<file path="src/rtl/inst_buffer_if.sv">
// rtl/inst_buffer_if.sv - packet type and fetch/dispatch bus for the instruction buffer
package inst_buffer_pkg;

  // One fetched instruction with its PC and predicted next PC.
  typedef struct packed {
    logic [31:0] inst;
    logic [31:0] PC;
    logic [31:0] NPC;
    logic        valid;
  } IF_IB_PACKET;

endpackage

interface inst_buffer_if #(
  parameter int DEPTH = 8
);
  import inst_buffer_pkg::*;

  IF_IB_PACKET               if_ib_packet;
  logic                      squash;
  logic                      dp_pop;
  IF_IB_PACKET               ib_dp_packet;
  logic                      ib_full;
  logic                      ib_empty;
  logic [$clog2(DEPTH):0]    ib_count;
  logic                      ib_overflow;

  // Fetch/dispatch side drives packets and control, observes buffer status.
  modport master (
    output if_ib_packet, squash, dp_pop,
    input  ib_dp_packet, ib_full, ib_empty, ib_count, ib_overflow
  );

  // The buffer itself.
  modport slave (
    input  if_ib_packet, squash, dp_pop,
    output ib_dp_packet, ib_full, ib_empty, ib_count, ib_overflow
  );

endinterface

</file>
<file path="src/rtl/inst_buffer.sv">
// rtl/inst_buffer.sv - circular instruction FIFO between fetch and dispatch; optional IB_BYPASS_EN
`ifndef MEM_LATENCY_IN_CYCLES
`define MEM_LATENCY_IN_CYCLES 2
`endif

module inst_buffer #(
  parameter int DEPTH = 8,
  parameter int SKID  = `MEM_LATENCY_IN_CYCLES
) (
  input logic           clock,
  input logic           reset,
  inst_buffer_if.slave  ib
);
  import inst_buffer_pkg::*;

  localparam int PW = $clog2(DEPTH);
  localparam int CW = PW + 1;
  localparam logic [CW-1:0] DEPTH_C = CW'(DEPTH);
  localparam logic [CW-1:0] SKID_C  = CW'(SKID);

  IF_IB_PACKET   entry [DEPTH];
  logic [PW-1:0] head;
  logic [PW-1:0] tail;
  logic [CW-1:0] count;
  logic          overflow;

  logic empty;
  logic at_depth;
  logic push;
  logic pop;
  logic bypass;
  logic wr;
  logic drop;

  // Decode this cycle's push/pop; squash suppresses both, and a full buffer
  // still accepts a push when the head is being vacated in the same cycle.
  always_comb begin
    empty    = (count == '0);
    at_depth = (count == DEPTH_C);
    push     = ib.if_ib_packet.valid && !ib.squash;
    pop      = ib.dp_pop && !empty && !ib.squash;
`ifdef IB_BYPASS_EN
    bypass   = empty && push && ib.dp_pop;
`else
    bypass   = 1'b0;
`endif
    wr       = push && !bypass && (!at_depth || pop);
    drop     = push && !bypass && at_depth && !pop;
  end

  // Pointer, occupancy, storage and sticky overflow update.
  always_ff @(posedge clock) begin
    if (reset) begin
      head     <= '0;
      tail     <= '0;
      count    <= '0;
      overflow <= 1'b0;
      for (int i = 0; i < DEPTH; i++) begin
        entry[i] <= '0;
      end
    end else if (ib.squash) begin
      // Entry contents are left stale; the output is masked while empty.
      head  <= '0;
      tail  <= '0;
      count <= '0;
    end else begin
      if (wr) begin
        entry[tail] <= ib.if_ib_packet;
        tail        <= tail + 1'b1;
      end
      if (pop) begin
        head <= head + 1'b1;
      end
      if (wr && !pop) begin
        count <= count + 1'b1;
      end else if (!wr && pop) begin
        count <= count - 1'b1;
      end
      if (drop) begin
        overflow <= 1'b1;
      end
    end
  end

  // Head presentation; zeroed when empty so dispatch sees valid=0.
  always_comb begin
    ib.ib_dp_packet = empty ? '0 : entry[head];
`ifdef IB_BYPASS_EN
    if (bypass) begin
      ib.ib_dp_packet = ib.if_ib_packet;
    end
`endif
  end

  // Status is register-only so fetch can use ib_full in the same cycle.
  // ib_full reserves SKID slots for packets already in the memory pipeline.
  assign ib.ib_empty    = empty;
  assign ib.ib_count    = count;
  assign ib.ib_full     = ((DEPTH_C - count) <= SKID_C);
  assign ib.ib_overflow = overflow;

endmodule

</file>
<file path="src/flat_wrapper.sv">
// flat-port wrapper written by rule: the top's interface ports become plain ports
module inst_buffer_flat import inst_buffer_pkg::*;
#(
  parameter int DEPTH = 8,
  parameter int SKID  = `MEM_LATENCY_IN_CYCLES
)
  (clock, reset, ib_if_ib_packet, ib_squash, ib_dp_pop, ib_ib_dp_packet, ib_ib_full, ib_ib_empty, ib_ib_count, ib_ib_overflow);
  inst_buffer_if #(.DEPTH(DEPTH)) ib_i ();
  input logic clock;
  input logic reset;
  input wire logic [$bits(ib_i.if_ib_packet)-1:0] ib_if_ib_packet;
  input wire logic [$bits(ib_i.squash)-1:0] ib_squash;
  input wire logic [$bits(ib_i.dp_pop)-1:0] ib_dp_pop;
  output wire logic [$bits(ib_i.ib_dp_packet)-1:0] ib_ib_dp_packet;
  output wire logic [$bits(ib_i.ib_full)-1:0] ib_ib_full;
  output wire logic [$bits(ib_i.ib_empty)-1:0] ib_ib_empty;
  output wire logic [$bits(ib_i.ib_count)-1:0] ib_ib_count;
  output wire logic [$bits(ib_i.ib_overflow)-1:0] ib_ib_overflow;
  assign ib_i.if_ib_packet = ib_if_ib_packet;
  assign ib_i.squash = ib_squash;
  assign ib_i.dp_pop = ib_dp_pop;
  assign ib_ib_dp_packet = ib_i.ib_dp_packet;
  assign ib_ib_full = ib_i.ib_full;
  assign ib_ib_empty = ib_i.ib_empty;
  assign ib_ib_count = ib_i.ib_count;
  assign ib_ib_overflow = ib_i.ib_overflow;
  inst_buffer #(.DEPTH(DEPTH), .SKID(SKID)) u_core (.clock(clock), .reset(reset), .ib(ib_i));
endmodule
</file>
<file path="config.mk">
export PLATFORM = sky130hd
export DESIGN_NAME = inst_buffer_flat
export DESIGN_NICKNAME = d
export VERILOG_FILES = /design/src/rtl/inst_buffer_if.sv /design/src/rtl/inst_buffer.sv /design/src/flat_wrapper.sv
export SDC_FILE = /design/constraint.sdc
export NUM_CORES = 1
export LEC_CHECK = 0
export CAP_MARGIN = 20
export CELL_PAD_IN_SITES_DETAIL_PLACEMENT = 1
export CELL_PAD_IN_SITES_GLOBAL_PLACEMENT = 1
export CORE_MARGIN = 3
export CORE_UTILIZATION = 50
export DETAILED_ROUTE_END_ITERATION = 6
export PLACE_DENSITY = 0.76
export SYNTH_ARGS = -nofsm -noshare
export SYNTH_HDL_FRONTEND = slang
export SYNTH_SLANG_ARGS = --single-unit
export TNS_END_PERCENT = 30
</file>
<file path="constraint.sdc">
create_clock -name clock -period 11.34 [get_ports clock]
set_input_delay 2.835 -clock clock [delete_from_list [all_inputs] [get_ports clock]]
set_output_delay 2.835 -clock clock [all_outputs]
set_load 0.02 [all_outputs]
</file>
**Yosys cells after proc, flatten, opt, wreduce, memory -nomap -nowiden**

Memories as Yosys holds them, arrays and structs flattened. A register that Yosys moved wholly into a read port is not among the register bits.
Index checks and enable logic that the tools add are counted.

- Add/subtract/negate cells: 5
- Multipliers: 0
- Div/mod/pow operators: 0
- Magnitude comparators: 1
- Equal/unequal tests: 1
- Shift operators: 0
- Mux-type cells: 14
- Bitwise logic cells: 1
- Reductions and logical operators: 19

Operators by type and width:

| cell | count |
|---|---|
| $mux W97 | 2 |
| $reduce_or A97 Y1 | 1 |
| $mux W3 | 3 |
| $logic_and A1 B1 Y1 | 8 |
| $mux W4 | 2 |
| $mux W1 | 7 |
| $add A3 B1 Y3 const B | 2 |
| $logic_not A1 Y1 | 5 |
| $add A4 B1 Y4 const B | 1 |
| $eq A4 B4 Y1 const B | 1 |
| $le A4 B2 Y1 const B | 1 |
| $logic_not A4 Y1 | 1 |
| $sub A4 B1 Y4 const B | 1 |
| $sub A4 B4 Y4 const A | 1 |
| $reduce_and A2 Y1 | 1 |
| $reduce_bool A2 Y1 | 1 |
| $reduce_or A2 Y1 | 1 |
| $logic_or A1 B1 Y1 | 1 |
| $not A1 Y1 | 1 |

- Bits in registers: 11
- Bits in latches: 0
- Bits in writable memories: 776
- Bits in read-only memories: 0
- Input port bits: 101
- Word-level logic and storage cells: 46
- Memories: 1

Memories:

| memory | depth | width | read ports | clocked after memory_dff | wr ports | line | RTL |
|---|---|---|---|---|---|---|---|
| u_core.entry | 8 | 97 | 1 | 1 | 8 | inst_buffer.sv:21 | `IF_IB_PACKET entry [DEPTH];` |

**Logic depth before layout (Yosys ltp)**

Gate-level depths: netlist (run 1).

- Word-level depth: 12
- Mapped depth: 13

**Worst setup path after synthesis (run 1)**

No wires, ideal clock.

- Path type: in2reg
- Start: input port ib_squash
- End: memory u_core.entry[2][0] in the netlist's numbering, enable pin
- Arrival: 8.158 ns
- Data required time: 10.767 ns
- Slack: 2.610 ns
- Cell stages on the path: 6
- Path buffers: 1
- Cell sequence: and2b_1 nand2_4 inv_4 nand3b_1 buf_2 o21bai_1

RTL lines:

| item | line | RTL |
|---|---|---|
| start, declared | flat_wrapper.sv:12 | `input wire logic [$bits(ib_i.squash)-1:0] ib_squash;` |
| end, declared | inst_buffer.sv:21 |  |

**Worst setup path after layout (run 1)**

- Start: register u_core.count[0], in the netlist u_core.ib.ib_count[0]
- End: output port ib_ib_dp_packet[30]

- Word-level cells in the longest chain between the ends: 2

Ends and longest elaborated chain:

| item | line | RTL |
|---|---|---|
| start, declared | inst_buffer.sv:24 | `logic [CW-1:0] count;` |
| start signal, assigned | inst_buffer.sv:75 | `count <= count + 1'b1;` |
| start signal, assigned | inst_buffer.sv:77 | `count <= count - 1'b1;` |
| $logic_not A4 Y1 | inst_buffer.sv:38 | `empty = (count == '0);` |
| $mux W97 | inst_buffer.sv:87 | `ib.ib_dp_packet = empty ? '0 : entry[head];` |
| end, declared | flat_wrapper.sv:14 | `output wire logic [$bits(ib_i.ib_dp_packet)-1:0] ib_ib_dp_packet;` |

No other way between the ends.

==> impl_results.md, run 1 <==
* Die height at 270 um
* Mean Syn Cell Area at 14.5 um2
* Number of flops mapped to enable cells by yosys at 776
* Fin Clk Skew at 0.0254 ns
* Clock tree from TritonCTS: built
* Required time of the worst setup path at 8.51 ns
* H-tree depth at 3
* DR vias at 21500
* Crit Path Category: flop to output pin
* Setup repair after global routing missed its margin: no
* Number of buffers inserted to repair setup after CTS at 0
* Timing-limited maximum frequency at 0.145 GHz
* Share of the clock period used by the worst path at 0.607
* Area enclosed by the die boundary at 0.0731 mm2
* Net Count, Synth at 2512
* Pwr Density at 162 mW/mm2
* Final Instance Count excl. Fillers at 3550
* Number of distinct library cells after synthesis at 39
* Bufs on Longest Clock Path at 3
* Core outline area at 0.0689 mm2
* Layout cell share with drive strength beyond 1 at 0.154
* Grt ovf at 0
* Clock sink count at 790
* Crit path DAT at 4.05 ns
* Sum of net half-perimeters after detailed placement at 52900 um
* Total routing usage reported by global routing at 0.276
* Sequential cell area at 0.0236 mm2
* Final hold violation count at 0
* Worst IR drop on VDD at 102 uV
* YS warnings at 0
* Root buffer selected by CTS: sky130_fd_sc_hd__clkbuf_16
* Tightest Hold Check Type: flop to flop
* Number of placed instances with taps included at 3394
* Flip-flop and latch count after synthesis at 790
* DRT Pass-1 Iters at 5
* Detailed-route wire length per cell at 28.3 um
* Clock-pin slew on the worst setup and hold paths at 0.05 ns
* Relative slew slack at 0.220
* Fin Setup TNS at 0 ns
* Max-cap viol count at 0
* Vias in the first global route at 23800
* Routed Antenna Nets at 0
* Critical path peak fanout at 55
* Proportion of register bits with asynchronous set or reset after synthesis at 0
* NumNets Final at 2658
* Combined area of the multi-input logic cells at 0.0105 mm2
* Worst setup EP type: output pin
* Die Span X at 270 um
* Maximum number of pins on one net before global-route repair at 168
* Category of the worst setup path launch point: flop
* Remaining routing DRC violations at 0
* Per-cell via count in the routed design at 6.06
* Wire length of the first global-routing pass at 151000 um
* Number of cell rows at 96
* # setup viols final at 0
* Proportion of synthesized chip area in sequential cells at 0.675
* LEAKAGE at 0.0134 uW
* Result of the run: finished clean
* Starting density of the core at 0.507
* Layout area overhead at 15.6%
* Worst-margin pin slew at 1.17 ns
* Quantity of I/O buffers inserted on ports at 204
* Netlist area before placement at 0.0349 mm2
* Primary flip-flop cell chosen by synthesis mapping: sky130_fd_sc_hd__edfxtp_1
* Number of inserted filler cells in the final layout at 6484
* Weighted congestion at the end of routability-driven global placement at 0.761
* Starting DRC count in detailed routing at 2058
* Post-CTS Resized at 0
* Final max-slew violation count at 0
* Antenna violations before repair at 7
* Number of cells produced by synthesis at 2403
* Number of buffers inserted for hold repair after clock tree synthesis at 0
* CTS buffer count at 82
* Final Routed Wirelength at 100000 um
* Number of primary I/O pins at 205
* Clock latency on the worst-skew pair at 0.63 ns
* Time the worst path needs with I/O delays and setup at 6.89 ns
placed cells by master, fill, tap and decap left out, drive strengths merged, types with 3 or more instances in the layout:
master         Yosys  layout
nor3b              3       3
a21oi              6       6
clkinv             0      34
and3              78      78
mux2i            100     100
bufinv             0       7
nand3              5       5
clkbuf            67     104
edfxtp           776     776
and2             102     102
buf              116      41
clkdlybuf4s50      0     204
o21bai             4       4
diode              0       5
ha                 7       7
nand2            187     187
mux4             194     194
nor2             709     709
inv                7       9
xor2               4       4
a21o               3       3
nand3b             4       4
dfxtp             14      14
or2                3       3
flip-flops by register name, indices dropped and copies added (netlist names), named ones only:
name,count
u_core.entry,776
u_core.ib.ib_overflow,1
u_core.ib.ib_count,4
u_core.tail,3
u_core.head,3
cell usage after synthesis (5+ instances only):
cell                       number  area (um2)
sky130_fd_sc_hd__nand2_1      186         698
sky130_fd_sc_hd__buf_6          6        67.6
sky130_fd_sc_hd__and2_4        30         263
sky130_fd_sc_hd__buf_2         71         355
sky130_fd_sc_hd__and3_1        77         482
sky130_fd_sc_hd__nor2_1       709        2660
sky130_fd_sc_hd__buf_1         15        56.3
sky130_fd_sc_hd__mux4_2       194        4370
sky130_fd_sc_hd__a21oi_1        6        30.0
sky130_fd_sc_hd__mux2i_1      100        1000
sky130_fd_sc_hd__buf_4         24         180
sky130_fd_sc_hd__edfxtp_1     776       23300
sky130_fd_sc_hd__ha_1           7        87.6
sky130_fd_sc_hd__clkbuf_1      67         251
sky130_fd_sc_hd__dfxtp_1       14         280
sky130_fd_sc_hd__and2_1        72         450
sky130_fd_sc_hd__nand3_1        5        25.0
sky130_fd_sc_hd__inv_1          6        22.5
critical path: stages (launching register included):
cell and delay (ns):
sky130_fd_sc_hd__dfxtp_1 0.39, sky130_fd_sc_hd__inv_1 0.12, sky130_fd_sc_hd__ha_1 0.29, sky130_fd_sc_hd__nor3b_2 0.27, sky130_fd_sc_hd__buf_4 0.52, sky130_fd_sc_hd__buf_4 0.84
sky130_fd_sc_hd__nor2_1 0.33, sky130_fd_sc_hd__clkdlybuf4s50_1 0.63
final cells by class:
type                    instances  share of cell area
clock buffers                 104              0.0539
multi-input cells            1423               0.261
flip-flops and latches        790               0.585
repair buffers                245              0.0603
well taps                     931              0.0289
inverters                       7            0.000713
clock inverters                45              0.0105
diodes                          5            0.000310
report_power, final:
group	internal, uW	total (uW)	switching [uW]
clock	1520	2660	1140
combinational	209	540	331
sequential	3310	3360	40.6
total	5040	6560	1510
per-stage QoR:
step / cell area, um2 / hold WS, ns / setup slack, ns / power, uW / util
floorplan: 34900 / 0.485 / 2.61 / 3710 / -
global placement: 37700 / 0.501 / 4.72 / 3930 / 0.547
detailed placement: 37700 / 0.515 / 4.72 / 3950 / 0.547
CTS: 40300 / 0.529 / 4.30 / 6590 / 0.585
global route: 40400 / 0.601 / 4.18 / 6750 / 0.585
finish: 40400 / 0.527 / 4.45 / 6560 / 0.585
path summary, 6_finish.rpt:
path                                      start                           endpoint  slack, ns  cells after the start
max          u_core.ib.ib_count[0]$_SDFFE_PP0P_                ib_ib_dp_packet[30]       4.45                      7
min                 u_core.head[2]$_SDFFE_PP0N_                               flop       0.53                      2
max reg2reg  u_core.ib.ib_count[0]$_SDFFE_PP0P_  u_core.entry[7][94]$_SDFFCE_PN0P_       7.41                      9
min reg2reg         u_core.head[2]$_SDFFE_PP0N_                               flop       0.53                      2
cells by family (layout without fill, tap and decap cells):
logic type / count (synthesis) / count (layout) / share of synthesized area
AND/OR/NAND/NOR: 1097 / 1097 / 0.136
flip-flops: 790 / 790 / 0.675
multiplexers: 294 / 294 / 0.154
buffers and inverters: 190 / 401 / 0.0269
AO/OA/AOI/OAI: 18 / 18 / 0.00347
adder cells (fa/ha/maj): 8 / 8 / 0.00308
XOR/XNOR: 6 / 6 / 0.00150
other: 0 / 5 / 0
layer usage:
| metal | track usage | vias up | routed length [um] |
|---|---|---|---|
| met1 | 0.363 | 11400 | 39400 |
| met3 | 0.0433 | 161 | 7120 |
| li1 | - | 9055 | - |
| met4 | 0.0725 | 4 | 2160 |
| met5 | 0 | - | 30 |
| met2 | 0.484 | 910 | 51500 |
Note: power is estimated with default switching activity, not from simulation.
==> run 2, diff against run 1 <==
==> constraint.sdc (replaced) <==
create_clock -name clock -period 6.6 [get_ports clock]
set_input_delay 1.65 -clock clock [delete_from_list [all_inputs] [get_ports clock]]
set_output_delay 1.65 -clock clock [all_outputs]
set_load 0.02 [all_outputs]
==> run 2 against run 1 <==
Clock power increased by 72%. Clock skew rose by 0.00085 ns. Wire length decreased by 1.3%. Sequential power grew 72%. First-iteration DRC count grew 0.29%. Die area did not move. Via count down 0.91%. Critical path depth decreased by 2. Power rose by 72%. Non-clock buffer count increased by 2. Global-route usage is 0.39 points lower. Hold slack better by 0.021 ns. Critical path type unchanged. Critical endpoint is now ib_ib_dp_packet[23]. Largest cell class unchanged.
==> impl_results.md, run 2 (synthesis results as in run 1) <==
* Setup repair after global routing missed its margin: no
* Worst setup EP type: output pin
* Largest register FFs at 776 (unchanged)
* Category of the worst setup path launch point: flop
* Final hold slack at 0.548 ns (+0.0215 ns)
* Top register by number of flip-flops: u_core.entry
* Time the worst path needs with I/O delays and setup at 5.21 ns
* Grt ovf at 0 (unchanged)
* Die height at 270 um (unchanged)
* Critical path peak fanout at 39 (-29%)
* DRT Pass-1 Iters at 5 (unchanged)
* Routed Antenna Nets at 0 (unchanged)
* Share of the clock period used by the worst path at 0.789
* Worst slack at placement at 1.69 ns (-3.03 ns)
* Required time of the worst setup path at 4.95 ns (-3.56 ns)
* Area enclosed by the die boundary at 0.0731 mm2 (unchanged)
* Summed area of non-filler cells in the final layout at 0.0406 mm2 (+0.55%)
* Comb pwr share at 0.083 (about the same)
* Quantity of I/O buffers inserted on ports at 204 (unchanged)
* Maximum number of pins on one net before global-route repair at 178 (+6.0%)
* Root buffer selected by CTS: sky130_fd_sc_hd__clkbuf_16
* Result of the run: finished clean
* Final Routed Wirelength at 99000 um (-1.3%)
* Final hold violation count at 0 (unchanged)
* Number of primary I/O pins at 205 (unchanged)
* Final max-slew violation count at 0 (unchanged)
* Sum of net half-perimeters after detailed placement at 52900 um (about the same)
* Per-cell via count in the routed design at 6.00 (-1.1%)
* H-tree depth at 3 (unchanged)
* Share of total power in sequential cells at 0.511 (about the same)
* CTS buffer count at 83 (+1.2%)
* Max-cap viol count at 0 (unchanged)
* Die Span X at 270 um (unchanged)
* Wire length of the first global-routing pass at 149000 um (-1.2%)
* DR vias at 21300 (-0.91%)
* Switching power of the nets at 2580 uW (+70%)
* Crit Path Category: flop to output pin
* Relative slew slack at 0.214 (-0.00649)
* Fraction of power spent switching nets at 0.228 (-0.00246)
* NumNets Final at 2661 (+0.11%)
* Number of buffers inserted to repair setup after CTS at 0 (unchanged)
* Final setup slack of the worst path at 1.39 ns (-3.06 ns)
* Sequential cell area at 0.0236 mm2 (unchanged)
* Antenna violations before repair at 12 (+5)
* Post-Place Cell Area at 0.0380 mm2 (+0.66%)
* Worst-margin pin slew at 1.17 ns (+0.00459 ns)
* Clock sink count at 790 (unchanged)
* Starting density of the core at 0.507 (unchanged)
* Clock latency on the worst-skew pair at 0.63 ns (about the same)
* Starting DRC count in detailed routing at 2064 (+0.29%)
* Worst IR drop on VDD at 202 uV (+98%)
* Post-CTS Resized at 0 (unchanged)
* Vias in the first global route at 23900 (+0.38%)
* Bufs on Longest Clock Path at 3 (unchanged)
* Remaining routing DRC violations at 0 (unchanged)
* Commonest cells after routing, fill and taps aside: sky130_fd_sc_hd__edfxtp_1 (776), sky130_fd_sc_hd__nor2_1 (708), sky130_fd_sc_hd__clkdlybuf4s50_1 (204)
* Combined area of the multi-input logic cells at 0.0105 mm2 (unchanged)
* Part of the power in the clock network at 0.406 (about the same)
* Number of buffers inserted for hold repair after clock tree synthesis at 0 (unchanged)
* Most common library cell in the layout ignoring fill and taps: sky130_fd_sc_hd__edfxtp_1
* Core outline area at 0.0689 mm2 (unchanged)
* Number of cell rows at 96 (unchanged)
* Clock-pin slew on the worst setup and hold paths at 0.06 ns (about the same)
* Timing-limited maximum frequency at 0.192 GHz
* Tightest Hold Check Type: flop to flop
* Crit path DAT at 3.56 ns (-0.49 ns)
* # setup viols final at 0 (unchanged)
* Detailed-route wire length per cell at 27.8 um (-1.5%)
* Weighted congestion at the end of routability-driven global placement at 0.739 (-2.8%)
* Pwr Density at 278 mW/mm2 (+71%)
* Total routing usage reported by global routing at 0.272 (-0.00390)
* Layout cell share with drive strength beyond 1 at 0.155 (+0.000970)
* Number of inserted filler cells in the final layout at 6533 (+0.76%)
* Fin Clk Skew at 0.0262 ns (+0.000853 ns)
* Layout area overhead at 16.2%
* Cell-internal power at 8710 uW (+73%)
* Clock tree from TritonCTS: built
* LEAKAGE at 0.0135 uW (+0.68%)
## run 2: cell count changes in the layout (fill, tap and decap cells not counted), moves of 2 or more
cell | before | now
sky130_fd_sc_hd__clkbuf_1 | 20 | 14
sky130_fd_sc_hd__buf_4 | 35 | 22
sky130_fd_sc_hd__clkinv_8 | 3 | 1
sky130_fd_sc_hd__diode_2 | 5 | 10
sky130_fd_sc_hd__clkinv_1 | 18 | 24
sky130_fd_sc_hd__clkinv_2 | 13 | 16
sky130_fd_sc_hd__buf_12 | 5 | 20
## run 2: metal layers
metal	vias up	routed length (um)	track usage
met5	-	32	0
met4	4	2450	0.0887
met3	157	6430	0.0441
met2	831	51000	0.481
met1	11300	39100	0.345
li1	9060	-	-
## run 2: area by class of cell
cell class / instances / share of cell area
Sequential cell: 790 / 0.581
Multi-Input combinational cell: 1423 / 0.259
Timing Repair Buffer: 247 / 0.0649
Clock buffer: 98 / 0.0531
Tap cell: 931 / 0.0287
Clock inverter: 52 / 0.0112
Inverter: 7 / 0.000709
Antenna cell: 10 / 0.000617
## run 2: worst paths after layout
kind | from | endpoint | slack (ns) | cells after the start
worst max-delay path | flop | ib_ib_dp_packet[23] | 1.39 | 5
worst min-delay path | u_core.head[2]$_SDFFE_PP0N_ | flop | 0.55 | 2
worst max register to register | u_core.ib.ib_count[0]$_SDFFE_PP0P_ | u_core.ib.ib_count[3]$_SDFFE_PP0P_ | 2.68 | 13
worst min register to register | u_core.head[2]$_SDFFE_PP0N_ | flop | 0.55 | 2
## run 2: critical path, stage by stage, from the launching register on
cell,delay (ns)
sky130_fd_sc_hd__dfxtp_4,0.93
sky130_fd_sc_hd__buf_4,0.54
sky130_fd_sc_hd__mux4_2,0.55
sky130_fd_sc_hd__mux2i_1,0.28
sky130_fd_sc_hd__nor2_1,0.08
sky130_fd_sc_hd__clkdlybuf4s50_1,0.54
## run 2: power by group through the flow
stage / combinational, uW / clock (uW) / sequential, uW
3_5_place_dp: 943 / 0 / 5870
6_report: 941 / 4580 / 5770
2_1_floorplan: 510 / 0 / 5850
3_3_place_gp: 928 / 0 / 5850
4_1_cts: 950 / 4630 / 5770
5_1_grt: 997 / 4840 / 5780
## run 2: per-stage QoR
stage / std cells / power, uW / util / setup TNS (ns)
2_1_floorplan: 2403 / 6360 / - / -154.75
3_3_place_gp: 3397 / 6770 / 0.550 / 0
3_5_place_dp: 3398 / 6810 / 0.550 / 0
4_1_cts: 3548 / 11300 / 0.588 / 0
5_1_grt: 3555 / 11600 / 0.589 / 0
6_report: 3558 / 11300 / 0.589 / 0
==> run 3, diff against run 2 <==
--- a/config.mk
+++ b/config.mk
@@ -9,9 +9,9 @@
 export CELL_PAD_IN_SITES_DETAIL_PLACEMENT = 1
 export CELL_PAD_IN_SITES_GLOBAL_PLACEMENT = 1
 export CORE_MARGIN = 3
-export CORE_UTILIZATION = 50
+export CORE_UTILIZATION = 45
 export DETAILED_ROUTE_END_ITERATION = 6
-export PLACE_DENSITY = 0.76
+export PLACE_DENSITY = 0.73
 export SYNTH_ARGS = -nofsm -noshare
 export SYNTH_HDL_FRONTEND = slang
 export SYNTH_SLANG_ARGS = --single-unit
==> constraint.sdc (replaced) <==
create_clock -name clock -period 4.45 [get_ports clock]
set_input_delay 1.1125 -clock clock [delete_from_list [all_inputs] [get_ports clock]]
set_output_delay 1.1125 -clock clock [all_outputs]
set_load 0.02 [all_outputs]
==> run 3 against run 2 <==
Sequential share of layout area fell by 0.57 points. Clock skew rose by 0.0067 ns. Sequential power increased by 48%. Utilization shrank 5.3 points. Design area up 0.98%. Via count decreased by 0.17%. Count of clock-buffer cells in the layout up 3. Critical path type unchanged. Critical endpoint is now ib_ib_dp_packet[29]. Highest routed layer unchanged.
==> impl_results.md, run 3 (synthesis results as in run 1) <==
* Pwr Density at 402 mW/mm2 (+45%)
* Critical path buffers and inverters at 4 (+2)
* H-tree depth at 3 (unchanged)
* Post-Place Cell Area at 0.0385 mm2 (+1.4%)
* Sum of net half-perimeters after detailed placement at 55900 um (+5.6%)
* Critical path peak fanout at 18 (-54%)
* Final Instance Count excl. Fillers at 3679 (+3.4%)
* Quantity of I/O buffers inserted on ports at 204 (unchanged)
* Setup repair after global routing missed its margin: no
* Commonest cells after routing, fill and taps aside: sky130_fd_sc_hd__edfxtp_1 (776), sky130_fd_sc_hd__nor2_1 (707), sky130_fd_sc_hd__clkdlybuf4s50_1 (204)
* Wire length of the first global-routing pass at 152000 um (+2.1%)
* Final max-slew violation count at 0 (unchanged)
* Cell family with the largest share of critical-path delay: buffers and inverters
* Category of the worst setup path launch point: flop
* Critical path's most frequent cell: sky130_fd_sc_hd__buf_4
* Starting density of the core at 0.457 (-0.0498)
* Crit Path Category: flop to output pin
* Clock sink count at 790 (unchanged)
* Vias in the first global route at 23600 (-0.91%)
* Worst-path cell with the longest stage delay: sky130_fd_sc_hd__clkdlybuf4s50_1
* Routed Antenna Nets at 0 (unchanged)
* Final Routed Wirelength at 101000 um (+2.3%)
* Die Span X at 285 um (+5.3%)
* Relative slew slack at 0.284 (+0.0699)
* Worst IR drop on VDD at 288 uV (+43%)
* DR vias at 21300 (-0.17%)
* DRT Pass-1 Iters at 5 (unchanged)
* Time the worst path needs with I/O delays and setup at 4.29 ns
* Remaining routing DRC violations at 0 (unchanged)
* Bufs on Longest Clock Path at 3 (unchanged)
* Starting DRC count in detailed routing at 1983 (-3.9%)
* Root buffer selected by CTS: sky130_fd_sc_hd__clkbuf_16
* Number of inserted filler cells in the final layout at 7313 (+12%)
* Summed area of non-filler cells in the final layout at 0.0410 mm2 (+0.98%)
* LEAKAGE at 0.0136 uW (+1.1%)
* NumNets Final at 2691 (+1.1%)
* Fin Clk Skew at 0.0329 ns (+0.00671 ns)
* Grt ovf at 0 (unchanged)
* Number of buffers inserted for hold repair after clock tree synthesis at 0 (unchanged)
* Most common library cell in the layout ignoring fill and taps: sky130_fd_sc_hd__edfxtp_1
* Final hold slack at 0.551 ns (+0.00264 ns)
* Final hold violation count at 0 (unchanged)
* Clock latency on the worst-skew pair at 0.65 ns (+0.02 ns)
* Worst setup EP type: output pin
* Timing-limited maximum frequency at 0.233 GHz
* Slowest cell delay on critical path at 0.67 ns (-0.26 ns)
* Max-cap viol count at 0 (unchanged)
* Crit path DAT at 3.17 ns (-0.39 ns)
* Die height at 285 um (+5.3%)
* # setup viols final at 0 (unchanged)
* Overall power consumption at 16500 uW (+46%)
* Top register by number of flip-flops: u_core.entry
* Clock tree from TritonCTS: built
* Area enclosed by the die boundary at 0.0810 mm2 (+11%)
* Clock-pin slew on the worst setup and hold paths at 0.06 ns (about the same)
* Antenna violations before repair at 6 (-6)
* Share of the clock period used by the worst path at 0.963
* Layout area overhead at 17.3%
* Tightest Hold Check Type: flop to flop
* Layout cell share with drive strength beyond 1 at 0.164 (+0.00932)
* Worst-margin pin slew at 1.07 ns (-0.103 ns)
* Largest register FFs at 776 (unchanged)
* Setup slack of the worst register-to-register path at 0.92 ns (-1.76 ns)
* CTS buffer count at 82 (-1.2%)
* Per-cell via count in the routed design at 5.79 (-3.5%)
* Number of placed instances with taps included at 3527 (+3.8%)
* Maximum number of pins on one net before global-route repair at 178 (unchanged)
* Fin Setup TNS at 0 ns (unchanged)
* Weighted congestion at the end of routability-driven global placement at 0.746 (+0.96%)
* Number of cell rows at 101 (+5.2%)
* Required time of the worst setup path at 3.34 ns (-1.61 ns)
* Number of primary I/O pins at 205 (unchanged)
* Total routing usage reported by global routing at 0.252 (-0.0209)
* Detailed-route wire length per cell at 27.5 um (-1.0%)
* Result of the run: finished clean
* Core outline area at 0.0765 mm2 (+11%)
* Cell breakdown of the critical path: inv_1 > ha_1 > nor3b_2 > buf_4 > buf_4 > nor2_1 > clkdlybuf4s50_1
-- run 3: layer usage --
| layer | routed length [um] | global-route usage | up-vias | part of all wire |
|---|---|---|---|---|
| li1 | - | - | 9121 | - |
| met1 | 41200 | 0.333 | 11300 | 0.41 |
| met2 | 51500 | 0.433 | 737 | 0.51 |
| met3 | 6290 | 0.0392 | 139 | 0.062 |
| met4 | 2310 | 0.0715 | 2 | 0.023 |
| met5 | 13 | 0 | - | 0.00013 |
-- run 3: where the power goes --
group	internal (uW)	switching, uW
registers	8440	99.0
clock network	3630	2870
logic	578	866
total	12700	3830
-- run 3: path summary, 6_finish.rpt --
check / start / endpoint / cells past startpoint
setup / recovery: u_core.ib.ib_count[0]$_SDFFE_PP0P_ / ib_ib_dp_packet[29] / 7
hold reg to reg: u_core.head[2]$_SDFFE_PP0N_ / u_core.head[2]$_SDFFE_PP0N_ / 2
hold / removal: u_core.head[2]$_SDFFE_PP0N_ / u_core.head[2]$_SDFFE_PP0N_ / 2
setup reg to reg: u_core.ib.ib_count[0]$_SDFFE_PP0P_ / u_core.ib.ib_count[3]$_SDFFE_PP0P_ / 14
-- run 3: timing repair --
item	in CTS	in global routing
buffers inserted	1	0
endpoints found under the setup margin	2	1
resized for setup	0	1
-- run 3: layout make-up --
class | instances | area, um2 | share of cell area
Sequential cell | 790 | 23600 | 0.576
Multi-Input combinational cell | 1423 | 10500 | 0.257
Timing Repair Buffer | 278 | 3040 | 0.0742
Clock buffer | 101 | 2170 | 0.0528
Tap cell | 1030 | 1290 | 0.0314
Clock inverter | 46 | 323 | 0.00788
Inverter | 7 | 28.8 | 0.000702
Antenna cell | 4 | 10.0 | 0.000244
-- run 3: worst reg2reg max path, cell delays in order (launching register included) --
cell                       delay (ns)
sky130_fd_sc_hd__dfxtp_1         0.51
sky130_fd_sc_hd__inv_1           0.12
sky130_fd_sc_hd__ha_1            0.29
sky130_fd_sc_hd__nor3b_2         0.20
sky130_fd_sc_hd__buf_4           0.20
sky130_fd_sc_hd__buf_4           0.26
sky130_fd_sc_hd__nand2b_1        0.26
sky130_fd_sc_hd__or2_2           0.30
sky130_fd_sc_hd__ha_1            0.20
sky130_fd_sc_hd__inv_1           0.14
sky130_fd_sc_hd__ha_1            0.29
sky130_fd_sc_hd__a21oi_1         0.19
sky130_fd_sc_hd__a211o_1         0.17
sky130_fd_sc_hd__a211oi_1        0.07
sky130_fd_sc_hd__a31o_2          0.23
-- run 3: stage by stage --
| step | util | worst slack [ns] |
|---|---|---|
| CTS | 0.536 | 0.0887 |
| global placement | 0.503 | 0.677 |
| finish | 0.536 | 0.163 |
| floorplan | - | -0.215 |
| detailed placement | 0.503 | 0.639 |
| global route | 0.536 | 0.0204 |
